[src/rtl/dmg_video_pkg.sv]
// dmg_video_pkg: shared constants, types and helpers for the DMG video path
// (PPU LCD stream consumers, frame-buffer writer, scan-out).
//   H_PIXELS / V_LINES   visible geometry of the LCD stream
//   BYTES_PER_LINE       packed bytes per line (4 pixels per byte)
//   BANK_BYTES           bytes per frame-buffer bank
//   lcd_shade_t          2-bit pixel shade
//   fb_state_t           frame-buffer writer FSM states
package dmg_video_pkg;

  localparam int H_PIXELS       = 160;
  localparam int V_LINES        = 144;
  localparam int BYTES_PER_LINE = H_PIXELS / 4;
  localparam int BANK_BYTES     = BYTES_PER_LINE * V_LINES;

  typedef logic [1:0] lcd_shade_t;

  typedef enum logic [1:0] {WAIT_VS, ACTIVE, FULL} fb_state_t;

  // Left-justify a partial byte holding cnt pixels (oldest pixel in the
  // high bits of the shift register window), zero-padding the low bits.
  function automatic logic [7:0] pad_byte(input logic [5:0] sr, input logic [1:0] cnt);
    case (cnt)
      2'd1:    return {sr[1:0], 6'b0};
      2'd2:    return {sr[3:0], 4'b0};
      2'd3:    return {sr[5:0], 2'b0};
      default: return 8'h00;
    endcase
  endfunction

  // Byte offset inside a bank: y*40 + x/4 without a multiplier.
  // Largest value is 143*40+39 = 5759, well inside 13 bits.
  function automatic logic [12:0] fb_offset(input logic [7:0] y, input logic [7:0] x);
    return ({5'b0, y} << 5) + ({5'b0, y} << 3) + {7'b0, x[7:2]};
  endfunction

endpackage

[src/rtl/fb_pixel_packer.sv]
// fb_pixel_packer: packs 2-bit shades four per byte, first pixel in [7:6].
//   clk, rst        clock / synchronous active-low reset
//   line_start      a new line begins this cycle; any partial byte is flushed
//   pix_en          accept pix_color (pixel 0 of the new line if line_start)
//   pix_color       shade of the accepted pixel
//   byte_valid      one-cycle strobe, registered, one cycle after the event
//   byte_data       completed or zero-padded byte
module fb_pixel_packer
  import dmg_video_pkg::*;
(
  input  logic       clk,
  input  logic       rst,
  input  logic       line_start,
  input  logic       pix_en,
  input  lcd_shade_t pix_color,
  output logic       byte_valid,
  output logic [7:0] byte_data
);

  // Only three pixels are ever held; the fourth goes straight to byte_data.
  logic [5:0] sr;
  logic [1:0] cnt;

  always_ff @(posedge clk) begin
    if (!rst) begin
      sr         <= '0;
      cnt        <= '0;
      byte_valid <= 1'b0;
      byte_data  <= '0;
    end else begin
      byte_valid <= 1'b0;
      if (line_start) begin
        // A full byte always leaves cnt at 0, so a flush never overlaps a pack.
        if (cnt != 2'd0) begin
          byte_valid <= 1'b1;
          byte_data  <= pad_byte(sr, cnt);
        end
        sr  <= pix_en ? {4'b0, pix_color} : 6'b0;
        cnt <= pix_en ? 2'd1 : 2'd0;
      end else if (pix_en) begin
        sr  <= {sr[3:0], pix_color};
        cnt <= cnt + 2'd1;
        if (cnt == 2'd3) begin
          byte_valid <= 1'b1;
          byte_data  <= {sr, pix_color};
        end
      end
    end
  end

endmodule

[src/rtl/lcd_fb_writer.sv]
// lcd_fb_writer: captures the PPU LCD stream into a double-banked frame buffer.
// Pixels are packed four per byte and written at {bank, y*40 + x/4}; a frame
// that ends cleanly after V_LINES full lines swaps the display bank.
//   clk, rst                       clock / synchronous active-low reset
//   lcd_vsync/hsync/pixel/color    LCD stream from the PPU (same clock)
//   fb_we, fb_addr, fb_wdata       frame-buffer byte write port
//   disp_bank                      bank holding the last complete frame
//   frame_done                     pulse when disp_bank flips
//   frame_err                      pulse when a frame is abandoned
//   stat_frames/stat_errs/stat_last_x   only with LCD_FB_STATS_EN defined:
//                                  saturating frame/error counters and the
//                                  pixel count of the latest bad line
module lcd_fb_writer #(
  parameter int H_PIXELS = dmg_video_pkg::H_PIXELS,
  parameter int V_LINES  = dmg_video_pkg::V_LINES,
  parameter int ADDR_W   = 14
) (
  input  logic              clk,
  input  logic              rst,
  input  logic              lcd_vsync,
  input  logic              lcd_hsync,
  input  logic              lcd_pixel,
  input  logic [1:0]        lcd_color,
  output logic              fb_we,
  output logic [ADDR_W-1:0] fb_addr,
  output logic [7:0]        fb_wdata,
  output logic              disp_bank,
  output logic              frame_done,
`ifdef LCD_FB_STATS_EN
  output logic [15:0]       stat_frames,
  output logic [15:0]       stat_errs,
  output logic [7:0]        stat_last_x,
`endif
  output logic              frame_err
);
  import dmg_video_pkg::*;

  localparam logic [7:0] H_X    = 8'(H_PIXELS);
  localparam logic [7:0] Y_LAST = 8'(V_LINES - 1);

  fb_state_t   state;
  logic [7:0]  x, y;
  logic        wbank, frame_bad;
  logic        line_start, to_full_h, pix_en, overflow, short_line, wr_sched;
  logic        done_ev, err_ev;
  logic [12:0] off;

  always_comb begin
    line_start = 1'b0;
    case (state)
      ACTIVE:  line_start = lcd_vsync | lcd_hsync;
      default: line_start = lcd_vsync;
    endcase
    // hsync closing the last visible line: the pixel riding on it belongs to
    // a line that will never be stored.
    to_full_h  = (state == ACTIVE) && !lcd_vsync && lcd_hsync && (x != 8'd0) && (y == Y_LAST);
    pix_en     = line_start ? (lcd_pixel && !to_full_h)
                            : ((state == ACTIVE) && lcd_pixel && (x < H_X));
    overflow   = (state == ACTIVE) && !line_start && lcd_pixel && (x >= H_X);
    // Any partially filled line is bad, even one ending on a byte boundary.
    short_line = (state == ACTIVE) && line_start && (x != 8'd0) && (x < H_X);
    // Address is captured in the same cycle the packer decides to emit.
    wr_sched   = (state == ACTIVE) &&
                 ((line_start && (x[1:0] != 2'd0)) ||
                  (!line_start && pix_en && (x[1:0] == 2'd3)));
    done_ev    = lcd_vsync && (state == FULL) && !frame_bad;
    err_ev     = lcd_vsync && ((state == ACTIVE) || ((state == FULL) && frame_bad));
    off        = fb_offset(y, x);
  end

  always_ff @(posedge clk) begin
    if (!rst) begin
      state      <= WAIT_VS;
      x          <= '0;
      y          <= '0;
      wbank      <= 1'b1;
      frame_bad  <= 1'b0;
      disp_bank  <= 1'b0;
      frame_done <= 1'b0;
      frame_err  <= 1'b0;
      fb_addr    <= '0;
    end else begin
      frame_done <= done_ev;
      frame_err  <= err_ev;
      if (wr_sched) fb_addr <= {wbank, (ADDR_W-1)'(off)};
      if (short_line || overflow) frame_bad <= 1'b1;
      if (done_ev) begin
        disp_bank <= wbank;
        wbank     <= ~wbank;
      end
      if (lcd_vsync) begin
        state     <= ACTIVE;
        x         <= {7'b0, pix_en};
        y         <= '0;
        frame_bad <= 1'b0;
      end else if (state == ACTIVE) begin
        if (lcd_hsync) begin
          x <= {7'b0, pix_en};
          // hsync with x=0 only marks a blank line.
          if (x != 8'd0) begin
            y <= y + 8'd1;
            if (y == Y_LAST) state <= FULL;
          end
        end else if (pix_en) begin
          x <= x + 8'd1;
          if ((x == H_X - 8'd1) && (y == Y_LAST)) begin
            state <= FULL;
            y     <= y + 8'd1;
          end
        end
      end
    end
  end

`ifdef LCD_FB_STATS_EN
  always_ff @(posedge clk) begin
    if (!rst) begin
      stat_frames <= '0;
      stat_errs   <= '0;
      stat_last_x <= '0;
    end else begin
      if (done_ev && (stat_frames != 16'hFFFF)) stat_frames <= stat_frames + 16'd1;
      if (err_ev && (stat_errs != 16'hFFFF))    stat_errs   <= stat_errs + 16'd1;
      if (short_line || overflow)               stat_last_x <= x;
    end
  end
`endif

  fb_pixel_packer u_packer (
    .clk       (clk),
    .rst       (rst),
    .line_start(line_start),
    .pix_en    (pix_en),
    .pix_color (lcd_color),
    .byte_valid(fb_we),
    .byte_data (fb_wdata)
  );

endmodule

[config.mk]
export PLATFORM = sky130hd
export DESIGN_NAME = lcd_fb_writer
export DESIGN_NICKNAME = d
export VERILOG_FILES = /design/src/rtl/dmg_video_pkg.sv /design/src/rtl/fb_pixel_packer.sv /design/src/rtl/lcd_fb_writer.sv
export SDC_FILE = /design/constraint.sdc
export NUM_CORES = 1
export LEC_CHECK = 0
export ABC_AREA = 0
export BUFFER_PORTS_ARGS = -buffer_cell sky130_fd_sc_hd__buf_2
export CORE_UTILIZATION = 63
export CTS_BUF_LIST = sky130_fd_sc_hd__clkbuf_16
export DETAILED_ROUTE_END_ITERATION = 10
export GPL_ROUTABILITY_DRIVEN = 0
export HOLD_SLACK_MARGIN = 0.08
export PLACE_DENSITY_LB_ADDON = 0.25
export SLEW_MARGIN = 20
export SYNTH_ARGS = -nofsm -noshare
export SYNTH_HDL_FRONTEND = slang
export SYNTH_HIERARCHICAL = 1
export SYNTH_SLANG_ARGS = --single-unit
[constraint.sdc]
create_clock -name clk -period 4.5 [get_ports clk]
set_input_delay 0.45 -clock clk [delete_from_list [all_inputs] [get_ports clk]]
set_output_delay 0.45 -clock clk [all_outputs]
set_load 0.02 [all_outputs]
# Word-level counts from Yosys, hierarchy flattened
# Cells that the tools add are included.
# Widths: inputs -> output; s select.
# word_totals
word_cells	116
out_inout_bits	26
input_bits	7
reg_bits	54
# op_classes
reduce_logical	46
mux	32
n_lt_le_gt_ge	2
n_bitwise	3
add_sub_neg	5
n_eq_ne	13
# op_table
operator	count
$mux 8	10
$pmux 8 s3	1
$logic_and 1x1->1	22
$add 8x1->8 const B	2
$eq 8x8->1 const B	2
$mux 2	8
$reduce_bool 2->1	7
$add 13x11->13	1
$add 13x6->13	1
$mux 6	2
$mux 1	11
$reduce_and 5->1	2
$eq 2x2->1 const B	4
$ge 8x8->1 const B	1
$lt 8x8->1 const B	1
$reduce_bool 8->1	1
$ne 2x1->1 const B	3
$ne 3x2->1 const B	2
$reduce_bool 3->1	2
$eq 2x1->1 const B	2
$logic_not 1->1	4
$reduce_and 2->1	2
$reduce_and 4->1	1
$logic_or 1x1->1	3
other kinds (5)	6

# Longest topological paths before layout
# depth
depth_word	12
ltp_mapped	9

# Modules after synthesis
# The synthesis kept the hierarchy.
# modules_own_cells
module	cells_per_inst	area_each_um2	instances
lcd_fb_writer	253	2122.0	1
fb_pixel_packer	88	824.5	1

# Worst setup path before layout
# Ideal clock, no wire load.
# synth_timing
path_type	flip-flop to flip-flop
startpoint	register y[0]
endpoint	register fb_addr[10]
required_time_ps	4368
path_slack_ps	2237
path_stages_with_launch	10
setup_time_ps	132
n_path_buf	0
arrival_ps	2131
period_less_slack_ps	2263
path_cell_list	dfxtp_1 -> inv_1 -> fa_1 -> inv_1 -> fa_1 -> a21oi_1 -> o2111ai_1 -> xor2_1 -> nand2_1 -> a21oi_1
# synth_via
elab_chain_cells	9
# synth_lines
element	line_no	source
from (decl)	lcd_fb_writer.sv:42	logic [7:0] x, y;
from (signal assigned)	lcd_fb_writer.sv:101	y <= y + 8'd1;
from (signal assigned)	lcd_fb_writer.sv:108	y <= y + 8'd1;
parallel branches: the longest is 9 deep, another holds $add 13x11->13	n/a	
to (signal assigned)	lcd_fb_writer.sv:85	if (wr_sched) fb_addr <= {wbank, (ADDR_W-1)'(off)};
to (decl)	lcd_fb_writer.sv:25	output logic [ADDR_W-1:0] fb_addr,
# Parallel ways; which one is timed is not known.
# A chain may end at the register's enable or synchronous reset.

# Worst setup path after layout
# layout_timing
startpoint	register y[0]
endpoint	register fb_addr[12]
# The elaborated chain is that of the path after synthesis.

==> impl_metrics.env <==
export IMPL_status="complete, no violations"
export IMPL_drt_total_wl_um=6380
export IMPL_cts_resized_gates=0
export IMPL_hp_start="lcd_color[0]"
export IMPL_hold_class="in2reg"
export IMPL_hold_buffers=0
export IMPL_cts_htree_levels=2
export IMPL_synth_edf_count=0
export IMPL_skew_ns=0.00373
export IMPL_max_cap_violations=0
export IMPL_antenna_left=0
export IMPL_routed_via_density=6.13
export IMPL_clock_fmax_mhz=397
export IMPL_wl_per_cell_um=15.2
export IMPL_power_share_clock_pct=39.8
export IMPL_synthArstFlopShare_pct=0
export IMPL_p_leak_nw=1.35
export IMPL_p_sw_share_pct=24.9
export IMPL_hold_viol=0
export IMPL_clock_root_buffer="clkbuf_16"
export IMPL_rr_startpoint="y[0]$_SDFFE_PP0P_"
export IMPL_hpwl_um=4430
export IMPL_initialDrtViolationCount=245
export IMPL_slew_violations=0
export IMPL_reg2regPathDepth=9
export IMPL_grt_pass1_vias=2207
export IMPL_postCtsSetupBuffers=0
export IMPL_p_sw_mw=0.239
export IMPL_synth_cell_types=59
export IMPL_pin_count=33
export IMPL_area_growth_pct=10.2
export IMPL_dieArea_sq_um=4950
export IMPL_setup_tns_ns=0
export IMPL_start_util_pct=66.8
export IMPL_required_ns=4.69
export IMPL_die_x_um=70.4
export IMPL_p_total_mw=0.959
export IMPL_grtUsageTotal_pct=26.2
export IMPL_p_per_area_nw_per_um2=295
export IMPL_overflow=0
export IMPL_critPathArrivalTime_ns=2.71
export IMPL_cts_sinks=54
export IMPL_cp_max_fo=7
export IMPL_hold_depth=3
export IMPL_die_h_um=70.4
export IMPL_antenna_found_initial=0
export IMPL_rows=24
export IMPL_synth_cells=341
export IMPL_syn_nets=373
export IMPL_cts_buffers=5
export IMPL_ff2ff_setup_slack_ns=1.98
export IMPL_fin_nets=398
export IMPL_drt_first_pass_iters=5
export IMPL_tritoncts="built"
export IMPL_grt_max_degree=19
export IMPL_tightestPinTransition_ns=1.02
export IMPL_vias=2569
export IMPL_holdPathEnd="u_packer/sr[0]$_SDFFE_PN0P_"
export IMPL_ys_warn_count=6
export IMPL_clkLatencyLatePin_ns=0.29
export IMPL_coreArea_sq_um=4410
export IMPL_grt_pass1_wl_um=10500
export IMPL_ys_ff_latch=54
export IMPL_synth_avg_cell_area_sq_um=8.64
export IMPL_route_detailed_drc=0
export IMPL_seqPwrFrac_pct=51.3
export IMPL_synth_area_sq_um=2950
export IMPL_yosysSeqAreaShare_pct=36.7
export IMPL_cts_buffer_depth=2
export IMPL_rsz0062_at_grt="false"
export IMPL_setup_viol=0
export IMPL_crit_type="reg2reg"
export IMPL_setup_worst_path_end_class="register"
export IMPL_period_share_pct=56.0
export IMPL_maxSlewHeadroom_pct=31.4
export IMPL_combPwrFrac_pct=8.9
export IMPL_peakVddDrop_mv=0.154
export IMPL_power_internal_mw=0.720
export IMPL_synthFlopType="dfxtp_1"
export IMPL_drive_above_1_share_pct=13.4
export IMPL_worstReg2RegEnd="fb_addr[12]$_SDFFE_PN0P_"
export IMPL_antenna_cells=0
export IMPL_start_kind="register"
export IMPL_io_buffer_count=32
export IMPL_path_clk_slew_ns=0.07
export IMPL_period_minus_slack_ns=2.52
==> Yosys cell counts (all sizes together) (5+ instances only) <==
cell,instances,area (sq um)
o21ai,8,40.0
clkbuf,8,30.0
ha,23,288
buf,6,38.8
mux2i,6,60.1
nand4,9,62.6
nand2,35,131
inv,16,60.1
dfxtp,54,1080
nor3,9,50.1
or3,5,31.3
a21oi,31,155
nand2b,7,43.8
nor2,27,101
nand3,17,85.1
xor2,8,70.1
==> registers in the layout, indices dropped and copies added, names as in the netlist <==
name,cells
fb_addr,14
u_packer/byte_data,8
x,8
y,8
u_packer/sr,6
state,2
u_packer/cnt,2
disp_bank,1
frame_bad,1
frame_done,1
frame_err,1
u_packer/byte_valid,1
wbank,1
==> how the worst max path moves through the flow <==
stage | from | endpoint | slack (ns) | cells after the start
2_1_floorplan | y[0]$_SDFFE_PP0P_ | fb_addr[10]$_SDFFE_PN0P_ | 2.24 | 9
3_3_place_gp | y[0]$_SDFFE_PP0P_ | fb_addr[12]$_SDFFE_PN0P_ | 2.09 | 9
3_5_place_dp | y[0]$_SDFFE_PP0P_ | fb_addr[12]$_SDFFE_PN0P_ | 2.00 | 9
4_1_cts | y[0]$_SDFFE_PP0P_ | fb_addr[12]$_SDFFE_PN0P_ | 1.99 | 9
5_1_grt | y[0]$_SDFFE_PP0P_ | fb_addr[12]$_SDFFE_PN0P_ | 1.70 | 9
6_report | y[0]$_SDFFE_PP0P_ | fb_addr[12]$_SDFFE_PN0P_ | 1.98 | 9
==> cell usage in the layout, fill, tap and decap left out, types with 8 or more instances in the layout <==
cell type	n
dfxtp_1	54
nand2_1	35
buf_2	32
a21oi_1	31
nor2_1	27
ha_1	23
nand3_1	17
inv_1	15
nor3_1	8
nand4_1	8
xor2_1	8
==> layer usage <==
layer	track usage (%)	routed length (um)
met5	0	0
met4	10.2	105
met3	3.17	365
met2	39.0	2750
met1	38.4	3160
==> worst max-delay path, stage by stage (launching register included) <==
cell	delay, ns
dfxtp_1	0.45
inv_1	0.10
fa_1	0.55
inv_1	0.07
fa_1	0.45
a21oi_1	0.27
o2111ai_1	0.16
o211ai_1	0.13
nand4_1	0.11
o311ai_0	0.13
==> metrics by stage <==
stage                     cell area, sq um  std cells  hold WS [ns]  utilization [%]  worst slack [ns]
after floorplan                       2950        341         0.457                -              2.24
after global placement                3100        411         0.435             70.3              2.09
after detailed placement              3100        411         0.442             70.3              2.00
after CTS                             3250        419         0.411             73.6              1.99
after global routing                  3250        419         0.428             73.6              1.70
final                                 3250        419         0.416             73.6              1.98
==> cells by family after synthesis <==
| kind of cell | share of synthesized area, % |
|---|---|
| xor gates and xnor gates | 3.27 |
| AOI/OAI and AO/OA | 18.9 |
| adders and majority gates | 11.1 |
| and+or+nand+nor | 23.4 |
| muxes | 2.04 |
| buffers and inverters | 4.50 |
| DFF | 36.7 |
==> power groups by stage <==
stage                     Combinational, mW  Clock [mW]  Sequential, mW
after floorplan                      0.0592           0           0.507
after global placement               0.0802           0           0.502
after detailed placement             0.0835           0           0.503
after CTS                            0.0837       0.386           0.492
after global routing                 0.0926       0.402           0.493
final                                0.0855       0.381           0.492
==> final cells by class <==
cell class / instances / area [sq um]
Clock buffer: 5 / 125
Sequential cell: 54 / 1080
Inverter: 17 / 63.8
Fill cell: 341 / 1170
Clock inverter: 3 / 20.0
Tap cell: 52 / 65.1
Multi-Input combinational cell: 256 / 1730
Timing Repair Buffer: 32 / 160
Power figures use the tool's default switching activity.
